### src/rtl/cache_arbiter_if.sv
// Bus bundle between the two L1 caches, the arbiter and physical memory.
// The arbiter uses the slave view; the surrounding caches/memory use master.
interface cache_arbiter_if #(
  parameter int ADDR_W = 16,
  parameter int LINE_W = 128
);
  logic              i_read;
  logic [ADDR_W-1:0] i_addr;
  logic [LINE_W-1:0] i_rdata;
  logic              i_resp;

  logic              d_read;
  logic              d_write;
  logic [ADDR_W-1:0] d_addr;
  logic [LINE_W-1:0] d_wdata;
  logic [LINE_W-1:0] d_rdata;
  logic              d_resp;

  logic              pmem_read;
  logic              pmem_write;
  logic [ADDR_W-1:0] pmem_address;
  logic [LINE_W-1:0] pmem_wdata;
  logic [LINE_W-1:0] pmem_rdata;
  logic              pmem_resp;

  modport slave (
    input  i_read, i_addr, d_read, d_write, d_addr, d_wdata, pmem_rdata, pmem_resp,
    output i_rdata, i_resp, d_rdata, d_resp, pmem_read, pmem_write, pmem_address, pmem_wdata
  );

  modport master (
    output i_read, i_addr, d_read, d_write, d_addr, d_wdata, pmem_rdata, pmem_resp,
    input  i_rdata, i_resp, d_rdata, d_resp, pmem_read, pmem_write, pmem_address, pmem_wdata
  );
endinterface

### src/rtl/cache_arbiter.sv
// cache_arbiter: shares one physical-memory port between icache and dcache.
// One transaction at a time; address/op/writeback data are latched on grant
// and held until pmem_resp. Optional macro ARB_RR_EN selects round-robin
// conflict resolution; without it the dcache always wins a conflict.
module cache_arbiter #(
  parameter int ADDR_W = 16,
  parameter int LINE_W = 128
) (
  input  logic           clk,
  input  logic           rst_n,
  cache_arbiter_if.slave bus
);

  typedef enum logic [1:0] {IDLE, GRANT_I, GRANT_D} state_t;

  state_t            state;
  logic              op_wr;
  logic [ADDR_W-1:0] addr_q;
  logic [LINE_W-1:0] wdata_q;

  logic d_req;
  logic d_wins;

  // A simultaneous read+write from the dcache is a writeback.
  assign d_req = bus.d_read | bus.d_write;

`ifdef ARB_RR_EN
  logic last_i;

  // Conflict goes to whichever cache was not granted last.
  assign d_wins = last_i;

  // Remember the owner of every grant; reset to I so the first conflict goes to D.
  always_ff @(posedge clk) begin
    if (!rst_n) begin
      last_i <= 1'b1;
    end else if (state == IDLE) begin
      if (d_req && (!bus.i_read || last_i))
        last_i <= 1'b0;
      else if (bus.i_read)
        last_i <= 1'b1;
    end
  end
`else
  // Fixed priority: dcache stalls the memory stage, so it always wins.
  assign d_wins = 1'b1;
`endif

  // Grant FSM: latch the owner's request on entry, release on pmem_resp.
  always_ff @(posedge clk) begin
    if (!rst_n) begin
      state   <= IDLE;
      op_wr   <= 1'b0;
      addr_q  <= '0;
      wdata_q <= '0;
    end else begin
      case (state)
        IDLE: begin
          if (d_req && (!bus.i_read || d_wins)) begin
            state  <= GRANT_D;
            addr_q <= bus.d_addr;
            op_wr  <= bus.d_write;
            if (bus.d_write)
              wdata_q <= bus.d_wdata;
          end else if (bus.i_read) begin
            state  <= GRANT_I;
            addr_q <= bus.i_addr;
            op_wr  <= 1'b0;
          end
        end
        GRANT_I, GRANT_D: begin
          if (bus.pmem_resp)
            state <= IDLE;
        end
        default: state <= IDLE;
      endcase
    end
  end

  // Strobes are a pure decode of registered state, so they are glitch-free.
  assign bus.pmem_read    = (state != IDLE) && !op_wr;
  assign bus.pmem_write   = (state != IDLE) &&  op_wr;
  assign bus.pmem_address = addr_q;
  assign bus.pmem_wdata   = wdata_q;

  // Responses go to the owner only; a resp during the reset cycle is dropped.
  assign bus.i_resp  = rst_n && (state == GRANT_I) && bus.pmem_resp;
  assign bus.d_resp  = rst_n && (state == GRANT_D) && bus.pmem_resp;
  assign bus.i_rdata = bus.pmem_rdata;
  assign bus.d_rdata = bus.pmem_rdata;

endmodule

### src/flat_wrapper.sv
// flat-port wrapper written by rule: the top's interface ports become plain ports
module cache_arbiter_flat 
#(
  parameter int ADDR_W = 16,
  parameter int LINE_W = 128
)
  (clk, rst_n, bus_i_read, bus_i_addr, bus_d_read, bus_d_write, bus_d_addr, bus_d_wdata, bus_pmem_rdata, bus_pmem_resp, bus_i_rdata, bus_i_resp, bus_d_rdata, bus_d_resp, bus_pmem_read, bus_pmem_write, bus_pmem_address, bus_pmem_wdata);
  cache_arbiter_if #(.ADDR_W(ADDR_W), .LINE_W(LINE_W)) bus_i ();
  input  logic clk;
  input  logic rst_n;
  input wire logic [$bits(bus_i.i_read)-1:0] bus_i_read;
  input wire logic [$bits(bus_i.i_addr)-1:0] bus_i_addr;
  input wire logic [$bits(bus_i.d_read)-1:0] bus_d_read;
  input wire logic [$bits(bus_i.d_write)-1:0] bus_d_write;
  input wire logic [$bits(bus_i.d_addr)-1:0] bus_d_addr;
  input wire logic [$bits(bus_i.d_wdata)-1:0] bus_d_wdata;
  input wire logic [$bits(bus_i.pmem_rdata)-1:0] bus_pmem_rdata;
  input wire logic [$bits(bus_i.pmem_resp)-1:0] bus_pmem_resp;
  output wire logic [$bits(bus_i.i_rdata)-1:0] bus_i_rdata;
  output wire logic [$bits(bus_i.i_resp)-1:0] bus_i_resp;
  output wire logic [$bits(bus_i.d_rdata)-1:0] bus_d_rdata;
  output wire logic [$bits(bus_i.d_resp)-1:0] bus_d_resp;
  output wire logic [$bits(bus_i.pmem_read)-1:0] bus_pmem_read;
  output wire logic [$bits(bus_i.pmem_write)-1:0] bus_pmem_write;
  output wire logic [$bits(bus_i.pmem_address)-1:0] bus_pmem_address;
  output wire logic [$bits(bus_i.pmem_wdata)-1:0] bus_pmem_wdata;
  assign bus_i.i_read = bus_i_read;
  assign bus_i.i_addr = bus_i_addr;
  assign bus_i.d_read = bus_d_read;
  assign bus_i.d_write = bus_d_write;
  assign bus_i.d_addr = bus_d_addr;
  assign bus_i.d_wdata = bus_d_wdata;
  assign bus_i.pmem_rdata = bus_pmem_rdata;
  assign bus_i.pmem_resp = bus_pmem_resp;
  assign bus_i_rdata = bus_i.i_rdata;
  assign bus_i_resp = bus_i.i_resp;
  assign bus_d_rdata = bus_i.d_rdata;
  assign bus_d_resp = bus_i.d_resp;
  assign bus_pmem_read = bus_i.pmem_read;
  assign bus_pmem_write = bus_i.pmem_write;
  assign bus_pmem_address = bus_i.pmem_address;
  assign bus_pmem_wdata = bus_i.pmem_wdata;
  cache_arbiter #(.ADDR_W(ADDR_W), .LINE_W(LINE_W)) u_core (.clk(clk), .rst_n(rst_n), .bus(bus_i));
endmodule
### config.mk
export PLATFORM = sky130hd
export DESIGN_NAME = cache_arbiter_flat
export DESIGN_NICKNAME = d
export VERILOG_FILES = /design/src/rtl/cache_arbiter_if.sv /design/src/rtl/cache_arbiter.sv /design/src/flat_wrapper.sv
export SDC_FILE = /design/constraint.sdc
export NUM_CORES = 1
export LEC_CHECK = 0
export BUFFER_PORTS_ARGS = -buffer_cell sky130_fd_sc_hd__buf_2
export CORE_AREA = 3 3 268 270
export CTS_CLUSTER_SIZE = 10
export DETAILED_ROUTE_END_ITERATION = 7
export DIE_AREA = 0 0 271 273
export PLACE_DENSITY = 0.36
export REMOVE_ABC_BUFFERS = 1
export SLEW_MARGIN = 20
export SYNTH_ARGS = -nofsm -noshare
export SYNTH_HDL_FRONTEND = slang
export SYNTH_SLANG_ARGS = --single-unit
### constraint.sdc
create_clock -name clk -period 1.5 [get_ports clk]
set_input_delay 0.075 -clock clk [delete_from_list [all_inputs] [get_ports clk]]
set_output_delay 0.075 -clock clk [all_outputs]
set_load 0.01 [all_outputs]
==> metrics, run 1 <==
DR WL/cell 37.0 µm; worst skew pair latency 480 ps; Final Hold Vio Count 0; CP Launch Type flip-flop; Pwr per Cell Area 1060 nW/µm²; FF+latch count, synth 147; clk slew on worst S/H paths 70 ps; DRT iter0 DRCs 368; Remaining DRCs 0; GPL Wtd Cong 0.858; Max Fclk 0.679 GHz; Clk pwr share 38.4%; dpl cell area 8790 µm²; initial antenna violation count 1; DRT Pass-1 Iters 4; fraction of registers with async set/reset 0%; Arrival @ worst endpoint 1400 ps; slowest stage cell, crit path dfxtp_2; nets 1,422; Die Area 74,000 µm²; # H-tree levels 4; critical path required time 1420 ps; CTS buffer count 17; largest net degree at the start of global routing 75; Netlist cell types 27; Vias/cell 3.50; Flop pwr share 37.4%; MaxCap Viol Count 0; critical-path cell list buf_4, ha_2, and3_4, buf_6; outcome finished, final reports clean; Die X 271 µm; Slew @ Worst Pin 350 ps; Layout Skew 12.2 ps; effective utilization at floorplan 11.6%; vias in the first global route 6,923; CP max stage delay 350 ps; Non-Filler Instances 2,077; syn_area_per_cell 8.95 µm²; family with the most delay on the worst path flip-flops; switching share of power 31.7%; mapped cell area 8130 µm²; GRT Total Usage 20.0%; register area share after synthesis 36.2%; Yosys Warn Count 0; port buffer count 313; worst-case vdd ir drop 681 µV; maximum fanout along the worst path 2; crit path capture type output pin; share of layout cells above drive strength 1 45.8%; number of diodes 0; root cell of the clock tree clkbuf_16; Top FF cell, synth dfxtp_1; Core Rows 97; minimum clock period 1470 ps; Worst Hold Class primary input to output pin; final setup fails 0; core area 69,800 µm²; grt total ovfl 0; Leakage Power 4.69 nW; # clock sinks 147; design area 11,200 µm²; final core utilization 16.1%; setup tns final 0 ps; post-synthesis cell count 908; Die H 273 µm; Pins Over Slew Limit 0; Power Internal 8.10 mW; Buf/Inv on CP 2; final WL 76.8 mm; DP HPWL 65.6 mm; clock buffer depth 2; WS Path Type flip-flop to output pin; Boundary Pins 698; total number of vias 7,268; DP Cell Count 1,875; Slew headroom 76.6%; first-pass GRT wire length 91.9 mm; CTS tree yes; RSZ-0062 raised after global routing true; Post-synth EDFFs 0; area growth from synthesis to final layout 38.3%; Final Total Pwr 11.9 mW; Post-DRT Antenna Nets 0; Tcrit/Tclk final 98.1%; combinational share of power 24.2%; sw power 3.77 mW
## synthesized netlist by cell type, types with 2 or more instances
cell type | instances | area, µm²
a21boi_0 | 9 | 67.6
a21boi_1 | 51 | 383
a21boi_2 | 70 | 788
a21oi_1 | 18 | 90.1
and3_1 | 2 | 12.5
buf_12 | 8 | 160
buf_2 | 16 | 80.1
buf_4 | 256 | 1920
buf_6 | 3 | 33.8
buf_8 | 4 | 60.1
clkbuf_1 | 16 | 60.1
dfxtp_1 | 147 | 2940
ha_1 | 4 | 50.1
inv_1 | 2 | 7.51
mux2i_1 | 16 | 160
nand2_1 | 187 | 702
nand2_2 | 70 | 438
nand2b_1 | 2 | 12.5
nor2b_1 | 3 | 18.8
o21ai_0 | 17 | 85.1
## cells by family after synthesis
| family | Yosys count | synth area share (%) |
|---|---|---|
| AO/OA/AOI/OAI | 166 | 17.5 |
| adder cells (fa/ha/maj) | 4 | 0.616 |
| buffers and inverters | 306 | 28.7 |
| flip-flops | 147 | 36.2 |
| multiplexers | 16 | 1.97 |
| AND/OR/NAND/NOR | 269 | 15.0 |
## sequential cells by signal, summed over array words and instances (netlist names)
register                 flops
u_core.bus.pmem_wdata      128
u_core.bus.pmem_address     16
u_core.state                 2
u_core.op_wr                 1
## area by class of cell
cell class	count	area (µm²)
Clock buffer	18	429
Clock inverter	14	170
Fill cell	7936	58500
Inverter	2	10.0
Multi-Input combinational cell	455	2900
Sequential cell	147	2950
Tap cell	940	1180
Timing Repair Buffer	501	3610
## timing repair
item / 4_1_cts / 5_1_grt
gates cloned: 0 / 4
buffers inserted: 0 / 3
endpoints found under the hold margin: 147 / 0
hold buffers: 163 / 0
endpoints found under the setup margin: 53 / 45
pin swaps: 1 / 1
resized for setup: 15 / 8
## power groups by stage
stage	clock (mW)	sequential, mW	combinational [mW]
after floorplan	0	4.68	0.923
after global placement	0	4.52	2.36
after detailed placement	0	4.52	2.38
after CTS	4.79	4.44	2.77
after global routing	4.90	4.49	3.15
final	4.56	4.44	2.87
## final timing paths
path | start | to | depth (start not counted) | slack (ps)
worst max-delay path | u_core.state[1] | bus_d_resp | 4 | 30
worst min-delay path | bus_pmem_rdata[59] | bus_i_rdata[59] | 0 | 150
worst max register to register | u_core.state[0] | u_core.bus.pmem_wdata[39] | 7 | 90
worst min register to register | u_core.bus.pmem_wdata[71] | u_core.bus.pmem_wdata[71] | 2 | 450
## metrics by stage
step	hold WS (ps)	setup WS (ps)
after global placement	151	-21.9
after floorplan	150	-1590
after CTS	151	-37.0
after detailed placement	151	-27.1
after global routing	150	-89.2
final	150	27.9
## cells in the final DEF (no fill, tap or decap), types with 2 or more instances in the layout
cell type	n
clkinv_4	2
buf_2	310
buf_16	2
nand2b_1	2
a21boi_0	7
buf_12	7
and3_4	2
dfxtp_2	2
nand2_2	70
bufinv_16	2
o21ai_0	17
a21boi_1	53
buf_4	10
dlygate4sd3_1	163
mux2i_1	16
clkinvlp_4	2
ha_2	2
buf_6	5
inv_6	7
nor2b_1	3
a21oi_1	18
dfxtp_1	145
a21boi_2	70
nand2_1	186
clkbuf_16	21
## per-layer routing
layer | global-route usage [%] | part of all wire [%] | vias up
li1 | - | - | 3077
met1 | 14.3 | 27 | 3221
met2 | 31.3 | 44 | 896
met3 | 25.3 | 25 | 56
met4 | 4.53 | 1.6 | 18
met5 | 12.7 | 1.5 | -
Note: power is estimated with default switching activity, not from simulation.
==> run 2: changes to the inputs <==
- CORE_AREA: 3 3 268 270 -> 3 3 272 274
- DIE_AREA: 0 0 271 273 -> 0 0 275 277
- PLACE_DENSITY: 0.36 -> 0.37
- clock period: 1.5 -> 1.25 ns (I/O delays scaled with it)
==> run 2 against run 1 <==
Effect of this change:
- the flow now finishes with violations (negative setup slack)
- global-route usage barely moved
- utilization grew 1.2 points
- non-clock buffer count rose by 43
- flip-flop and latch count unchanged
- register-to-register slack worse by 390 ps
- combinational power is 58% higher
- sequential power up 21%
==> metrics, run 2 (synthesized netlist as in run 1, its figures left out) <==
DP HPWL 66.0 mm; commonest cells after routing, fill and taps aside buf_2 (309), nand2_1 (168), dlygate4sd3_1 (164), dfxtp_1 (145), a21boi_2 (80); fill cell count 8,072; Core Rows 98; final setup fails 149; Post-DRT Antenna Nets 0; worst-case vdd ir drop 554 µV; Boundary Pins 698; CTS buffer count 17; Arrival @ worst endpoint 1950 ps; vias in the first global route 7,219; GRT Total Usage 20.0%; Remaining DRCs 0; Max Fclk 0.644 GHz; violated checks negative setup slack; final hold slack 106 ps; grt total ovfl 0; Slew headroom 69.2%; DR WL/cell 37.2 µm; most common cell after layout, fill and taps aside buf_2; multi-input logic area 3260 µm²; RSZ-0062 raised after global routing true; maximum fanout along the worst path 8; worst setup margin -303 ps; Die H 277 µm; area growth from synthesis to final layout 52.7%; dpl cell area 8970 µm²; port buffer count 313; Leakage Power 5.27 nW; CTS tree yes; Die Area 76,200 µm²; Layout Skew 17.0 ps; nets 1,465; outcome finished, violations left; WS Path Type flip-flop to flip-flop; Vias/cell 3.47; Pwr per Cell Area 1260 nW/µm²; max reg flops 128; CP Launch Type flip-flop; clock buffer depth 2; register area 2950 µm²; effective utilization at floorplan 11.3%; final WL 79.4 mm; largest net degree at the start of global routing 47; Worst Hold Class primary input to flip-flop; first-pass GRT wire length 93.9 mm; # clock sinks 147; critical path required time 1650 ps; clk slew on worst S/H paths 70 ps; worst skew pair latency 480 ps; initial antenna violation count 10; MaxCap Viol Count 0; share of layout cells above drive strength 1 52.5%; Die X 275 µm; GPL Wtd Cong 0.871; design area 12,400 µm²; Final Hold Vio Count 0; total number of vias 7,418; DRT iter0 DRCs 387; # H-tree levels 4; crit path capture type flip-flop; Pins Over Slew Limit 0; Slew @ Worst Pin 461 ps; Tcrit/Tclk final 124%; minimum clock period 1550 ps; root cell of the clock tree clkbuf_16; core area 71,600 µm²; final core utilization 17.3%; DRT Pass-1 Iters 4
-- run 2: cell count changes in the layout (fill, tap and decap cells not counted), sizes merged --
cell and delta:
buf +40, bufinv +1, clkbuf +3, clkinv +2
clkinvlp -1, diode +6, dlygate4sd3 +1, inv -3
-- run 2: what timing repair did --
action / CTS / global route
pin swaps: 13 / 35
gates resized for setup: 69 / 92
hold endpoints to repair: 147 / 0
setup endpoints to repair: 151 / 151
cloned: 10 / 7
setup buffers: 14 / 8
hold buffers: 164 / 0
-- run 2: report_power, final --
group,internal [mW],leakage [nW],switching [mW]
Combinational,2.31,3.76,2.22
Sequential,5.12,1.21,0.245
Clock,3.28,0.305,2.49
Total,10.7,5.27,4.96
-- run 2: layout make-up --
cell class,count,share of cell area [%]
Sequential cell,147,23.7
Antenna cell,6,0.121
Inverter,2,0.0605
Clock buffer,19,3.65
Clock inverter,13,1.39
Timing Repair Buffer,544,35.2
Tap cell,950,9.58
Multi-Input combinational cell,455,26.3
-- run 2: worst paths after layout --
kind	from	to	slack, ps	cells past startpoint
setup / recovery	u_core.state[0]	u_core.bus.pmem_wdata[100]	-300	9
hold / removal	bus_d_read	u_core.state[1]	110	4
setup reg to reg	u_core.state[0]	u_core.bus.pmem_wdata[100]	-300	9
hold reg to reg	u_core.bus.pmem_wdata[81]	u_core.bus.pmem_wdata[81]	450	2
-- run 2: critical path: stages (launching register included) --
cell,delay [ps]
dfxtp_2,330
inv_2,80
ha_4,150
buf_6,110
and2_4,180
buf_12,170
buf_12,120
buf_12,130
nand2_1,60
a21boi_1,120
-- run 2: per-layer routing --
layer	GRT usage [%]	up-vias	routed length, µm
met2	30.7	797	34700
met5	15.2	-	1620
li1	-	3173	-
met1	15.6	3357	22300
met4	4.48	24	1660
met3	23.3	67	19100
-- run 2: stage by stage --
stage	setup WS, ps	TNS [ps]	power [mW]	std cells
5_1_grt	-360	-35060	16.5	2134
3_3_place_gp	-248	-26250	8.35	1899
4_1_cts	-301	-26530	15.6	2119
6_report	-303	-24960	15.7	2136
2_1_floorplan	-1840	-235620	6.73	604
3_5_place_dp	-253	-25760	8.38	1899
